`src/rtl/rs_pipe_chain.sv`:
```
`default_nettype none
// ============================================================================
//  Module   : rs_pipe_chain
//  Purpose  : Cascade of STAGES valid/ready register slices (forward, skid or
//             full) with synchronous flush and live occupancy count.
//             Optional RS_PIPE_CHAIN_BEATCNT_EN adds a 32-bit m-side beat counter.
//  Revision : 1.0 - initial release
// ============================================================================
module rs_pipe_chain #(
    parameter int DWIDTH = 32,
    parameter int STAGES = 2,
    parameter int MODE   = 2,
    parameter int OCC_W  = $clog2(2*STAGES+1)
) (
    input  logic              clk,
    input  logic              rst,
    input  logic              flush,
    input  logic              s_valid,
    input  logic [DWIDTH-1:0] s_data,
    output logic              s_ready,
    output logic              m_valid,
    output logic [DWIDTH-1:0] m_data,
    input  logic              m_ready,
    output logic [OCC_W-1:0]  occupancy
`ifdef RS_PIPE_CHAIN_BEATCNT_EN
    ,
    output logic [31:0]       beat_cnt
`endif
);

    if (MODE < 0 || MODE > 2 || STAGES < 1) begin : g_bad_cfg
        $error("rs_pipe_chain: unsupported MODE or STAGES");
    end

    for (genvar k = 0; k < STAGES; k++) begin : g_stage
        logic              w_in_valid;
        logic              w_in_ready;
        logic [DWIDTH-1:0] w_in_data;
        logic              w_out_valid;
        logic              w_out_ready;
        logic [DWIDTH-1:0] w_out_data;
        logic              w_fv;
        logic              w_bv;
        logic [OCC_W-1:0]  w_occ_acc;

        // Flush masks the chain ends so nothing transfers in the flush cycle.
        if (k == 0) begin : g_head
            assign w_in_valid = s_valid & ~flush;
            assign w_in_data  = s_data;
            assign w_occ_acc  = OCC_W'(w_fv) + OCC_W'(w_bv);
        end else begin : g_link
            assign w_in_valid = g_stage[k-1].w_out_valid;
            assign w_in_data  = g_stage[k-1].w_out_data;
            assign w_occ_acc  = g_stage[k-1].w_occ_acc + OCC_W'(w_fv) + OCC_W'(w_bv);
        end

        if (k == STAGES-1) begin : g_tail
            assign w_out_ready = m_ready & ~flush;
        end else begin : g_mid
            assign w_out_ready = g_stage[k+1].w_in_ready;
        end

        if (MODE == 0) begin : g_fwd
            logic              r_v;
            logic [DWIDTH-1:0] r_d;

            assign w_in_ready  = ~r_v | w_out_ready;
            assign w_out_valid = r_v;
            assign w_out_data  = r_d;
            assign w_fv        = r_v;
            assign w_bv        = 1'b0;

            always_ff @(posedge clk) begin
                if (rst || flush) begin
                    r_v <= 1'b0;
                end else if (w_in_ready) begin
                    r_v <= w_in_valid;
                end
                if (w_in_valid && w_in_ready) begin
                    r_d <= w_in_data;
                end
            end
        end else if (MODE == 1) begin : g_bwd
            logic              r_sv;
            logic [DWIDTH-1:0] r_sd;

            assign w_in_ready  = ~r_sv;
            assign w_out_valid = w_in_valid | r_sv;
            assign w_out_data  = r_sv ? r_sd : w_in_data;
            assign w_fv        = 1'b0;
            assign w_bv        = r_sv;

            always_ff @(posedge clk) begin
                if (rst || flush) begin
                    r_sv <= 1'b0;
                end else if (w_out_ready) begin
                    r_sv <= 1'b0;
                end else if (w_in_valid) begin
                    r_sv <= 1'b1;
                end
                if (w_in_valid && !r_sv && !w_out_ready) begin
                    r_sd <= w_in_data;
                end
            end
        end else begin : g_full
            logic              r_sv;
            logic [DWIDTH-1:0] r_sd;
            logic              r_v;
            logic [DWIDTH-1:0] r_d;
            logic              w_mid_valid;
            logic              w_mid_ready;
            logic [DWIDTH-1:0] w_mid_data;

            // Skid half isolates upstream ready; register half isolates downstream valid/data.
            assign w_in_ready  = ~r_sv;
            assign w_mid_valid = w_in_valid | r_sv;
            assign w_mid_data  = r_sv ? r_sd : w_in_data;
            assign w_mid_ready = ~r_v | w_out_ready;
            assign w_out_valid = r_v;
            assign w_out_data  = r_d;
            assign w_fv        = r_v;
            assign w_bv        = r_sv;

            always_ff @(posedge clk) begin
                if (rst || flush) begin
                    r_sv <= 1'b0;
                    r_v  <= 1'b0;
                end else begin
                    if (w_mid_ready) begin
                        r_sv <= 1'b0;
                    end else if (w_in_valid) begin
                        r_sv <= 1'b1;
                    end
                    if (w_mid_ready) begin
                        r_v <= w_mid_valid;
                    end
                end
                if (w_in_valid && !r_sv && !w_mid_ready) begin
                    r_sd <= w_in_data;
                end
                if (w_mid_valid && w_mid_ready) begin
                    r_d <= w_mid_data;
                end
            end
        end
    end

    assign s_ready   = g_stage[0].w_in_ready & ~flush;
    assign m_valid   = g_stage[STAGES-1].w_out_valid & ~flush;
    assign m_data    = g_stage[STAGES-1].w_out_data;
    assign occupancy = g_stage[STAGES-1].w_occ_acc;

`ifdef RS_PIPE_CHAIN_BEATCNT_EN
    logic [31:0] r_beat_cnt;

    // Survives flush on purpose: counts delivered beats over the whole session.
    always_ff @(posedge clk) begin
        if (rst) begin
            r_beat_cnt <= 32'd0;
        end else if (m_valid && m_ready) begin
            r_beat_cnt <= r_beat_cnt + 32'd1;
        end
    end

    assign beat_cnt = r_beat_cnt;
`endif

endmodule
`default_nettype wire
```
`config.mk`:
```
export PLATFORM = sky130hd
export DESIGN_NAME = rs_pipe_chain
export DESIGN_NICKNAME = d
export VERILOG_FILES = /design/src/rtl/rs_pipe_chain.sv
export SDC_FILE = /design/constraint.sdc
export NUM_CORES = 1
export LEC_CHECK = 0
export ABC_AREA = 0
export CORE_ASPECT_RATIO = 0.6
export CORE_MARGIN = 3
export CORE_UTILIZATION = 45
export DETAILED_ROUTE_END_ITERATION = 6
export PLACE_DENSITY = 0.68
export SETUP_SLACK_MARGIN = 0.1
export SLEW_MARGIN = 5
export SYNTH_ARGS = -nofsm -noshare
export SYNTH_HDL_FRONTEND = slang
export SYNTH_SLANG_ARGS = --single-unit
```
`constraint.sdc`:
```
create_clock -name clk -period 3.7 [get_ports clk]
set_input_delay 0.37 -clock clk [delete_from_list [all_inputs] [get_ports clk]]
set_output_delay 0.37 -clock clk [all_outputs]
set_load 0.02 [all_outputs]
```
==> impl_metrics.tcl <==
set metrics [dict create \
    post-place-ws_ns 1.14 \
    synth_mux_area_share_pct 14.7 \
    postPlaceCellArea_sq_mm 0.00581 \
    setup_viol 0 \
    wl_um 8250 \
    crit_end "occupancy[1]" \
    row_count 28 \
    wl_per_cell_um 17.8 \
    cpLargestDelayFamily "adder cells" \
    grt_setup_unrepaired "no" \
    grt_pass1_wl_um 13100 \
    crit_type "register to primary output" \
    skew_ns 0.00651 \
    die_w_um 141 \
    tightestPinTransition_ns 1.11 \
    clkSlewWorstSetupHoldPaths_ns 0.05 \
    clk_path_buf_depth 2 \
    vias 2258 \
    fin_tns_setup_ns 0 \
    ant_nets 0 \
    path_max_fanout 3 \
    overflow 0 \
    fin_nets 356 \
    outcome "finished, final reports clean" \
    clk_latency_ns 0.40 \
    power.total_mw 3.32 \
    slowest_stage "clkdlybuf4s50_1" \
    end_kind "primary output" \
    timing.rr.start "g_stage[1].g_full.r_sv$_SDFFE_PP0P_" \
    route.met2.wl_um 3460 \
    syn-num-nets 269 \
    antenna_found_initial 0 \
    postCtsHoldBufs 0 \
    dieArea_sq_mm 0.0123 \
    drive_gt1_share_pct 30.0 \
    cp.buffers_inverters 3 \
    wl_met3_um 548 \
    place_congestion 0.739 \
    synthTopCellsByArea "edfxtp_1 78%, mux2_2 14%, buf_6 1.8%, dfxtp_1 1.6%, mux2_4 0.61%" \
    core-area_sq_mm 0.0103 \
    synth_cells 229 \
    peakVddDrop_mv 0.379 \
    rr_worst_depth 3 \
    avgViaCountPerCell 4.89 \
    cp.depth 6 \
    synth_xor_xnor_area_share_pct 0 \
    dr.first_iter.drc_count 145 \
    drv_slew 0 \
    syn_avg_cell_area_sq_um 21.6 \
    cts_sinks 132 \
    num_io_pins 74 \
    worstSetupStartpointType "register" \
    synth_top_family_by_area "multiplexers" \
    post-cts-setup-buffers 0 \
    first_pass_iters 4 \
    yosys.area_share.adder_pct 0.912 \
    start_util_pct 48.1 \
    drc 0 \
    hold_violations 0 \
    ctsResizeCount 0 \
    regArea_sq_mm 0.00393 \
    fin_crit_sh_pct 77.4 \
    ys_warn_count 0 \
    root_buffer "clkbuf_16" \
    r2r_slack_ns 1.29 \
    cts_tree "yes" \
    design_area_sq_mm 0.00634 \
    yosysSeqAreaShare_pct 79.5 \
    h-tree-depth 4 \
    cp.required_ns 3.33 \
    netlist_area_sq_mm 0.00494 \
    syn_to_final_growth_pct 28.5 \
    synth_seq_cells 132 \
    max_freq_ghz 0.349 \
    fill_cells 759 \
    relSlewSlack_pct 25.6 \
    r2r_end "m_data[31]$_DFFE_PP_" \
    grt_use_total_pct 14.7 \
    routed.top_layer "met4" \
    cp_cell_sequence "inv_1 -> fa_1 -> inv_1 -> ha_1 -> ha_1 -> clkdlybuf4s50_1" \
    power_density_mw_per_mm2 523 \
    synth_top_area_share_pct 77.9 \
    n_antenna_cell 0 \
    arrival_ns 2.49 \
    cp-startpoint "g_stage[0].g_full.r_v$_SDFFE_PP0P_" \
    hold_class "register to register" \
    maxCapViolations 0 \
    fin_ws_ns 0.837 \
    die_height_um 87.1 \
    worst_path_largest_cell_delay_ns 0.59 \
    cts_buffers 17 \
    grt_pass1_vias 2341 \
    wl_met1_um 4180 \
    yosys.area_share.simple_pct 1.90 \
    port_buffers 73 \
    synth_compound_area_share_pct 0.659 \
    dp_hpwl_um 5090 \
    synth_top_area_cell "edfxtp_1" \
    grt_max_degree 37 \
    multi_input_area_sq_um 940 \
    p_leak_nw 2.11 \
    period_minus_slack_ns 2.86 \
    synth_cell_types 19 \
]
[how the worst min path moves through the flow]
stage	startpoint	endpoint	slack (ns)	cells after the start
4_1_cts	g_stage[0].g_full.r_d[4]$_DFFE_PP_	g_stage[1].g_full.r_sd[4]$_DFFE_PP_	0.44	0
3_5_place_dp	g_stage[0].g_full.r_d[9]$_DFFE_PP_	g_stage[1].g_full.r_sd[9]$_DFFE_PP_	0.44	0
6_report	g_stage[0].g_full.r_d[28]$_DFFE_PP_	g_stage[1].g_full.r_sd[28]$_DFFE_PP_	0.44	0
2_1_floorplan	g_stage[0].g_full.r_d[0]$_DFFE_PP_	g_stage[1].g_full.r_sd[0]$_DFFE_PP_	0.42	0
5_1_grt	g_stage[0].g_full.r_d[16]$_DFFE_PP_	g_stage[1].g_full.r_sd[16]$_DFFE_PP_	0.45	0
3_3_place_gp	g_stage[0].g_full.r_d[11]$_DFFE_PP_	g_stage[1].g_full.r_sd[11]$_DFFE_PP_	0.43	0
[worst reg2reg max path: cells and delay by family, from the launching register on]
kind / cells / cell delay, ns
AO/OA/AOI/OAI: 1 / 0.57
buffers and inverters: 1 / 0.35
flip-flops: 1 / 0.93
AND/OR/NAND/NOR: 1 / 0.25
[registers in the layout, summed over array words and instances (netlist names)]
name	count
m_data	32
g_stage.g_full.r_sd	64
g_stage.g_full.r_d	32
g_stage.g_full.r_sv	2
g_stage.g_full.r_v	2
[per-stage QoR]
step	instances	util (%)	hold slack [ns]
2_1_floorplan	229	-	0.422
3_3_place_gp	432	56.6	0.429
3_5_place_dp	432	56.6	0.436
4_1_cts	462	61.8	0.441
5_1_grt	462	61.8	0.452
6_report	462	61.8	0.443
[Yosys cell counts]
cell type,instances
a21oi_1,1
nor4_2,1
nor2_1,4
a21boi_1,1
buf_6,8
a211oi_1,1
nor4b_2,2
mux2_2,62
buf_2,1
mux2_4,2
inv_1,5
nand2b_1,3
nand2_4,1
edfxtp_1,128
fa_1,1
a211oi_2,1
nor4_1,1
dfxtp_1,4
ha_1,2
[layout make-up]
cell class                 instances  area share [%]
sequential                       132            61.9
multi-input combinational         83            14.8
timing repair buffer              77            12.0
clock buffer                      21            6.94
tap                              135            2.66
clock inverter                     9            1.40
inverter                           5           0.296
[cell families after synthesis]
group / count (synthesis)
and+or+nand+nor: 12
AOI/OAI and AO/OA: 4
muxes: 64
DFF: 132
buffers and inverters: 14
adders and majority gates: 3
[metal layers]
metal | global-route usage (%) | vias to the layer above
li1 | - | 1074
met1 | 22.3 | 1115
met2 | 19.1 | 64
met3 | 6.03 | 5
met4 | 4.75 | 0
met5 | 0 | -
[cell usage in the layout (no fill, tap or decap)]
cell and n:
edfxtp_1 128, clkdlybuf4s50_1 73, mux2_2 62, clkbuf_16 17, inv_1 5, clkinv_1 5, nor2_1 4, clkbuf_1 4
buf_4 4, nand2b_1 3, mux2_4 2, nor4b_4 2, ha_1 2, clkinv_2 2, bufinv_16 2, dfxtp_2 2
dfxtp_1 2, nand2_4 1, a21boi_4 1, a21oi_4 1, nor4_2 1, a211oi_2 1, nor4_1 1, a211oi_1 1
fa_1 1
[report_power, final]
part / internal [mW] / switching [mW] / leakage, nW / total [mW]
Sequential: 1.67 / 0.0115 / 1.20 / 1.68
Clock: 0.967 / 0.533 / 0.258 / 1.50
Combinational: 0.0774 / 0.0586 / 0.646 / 0.136
No activity file was read; power rests on OpenSTA's default activity.
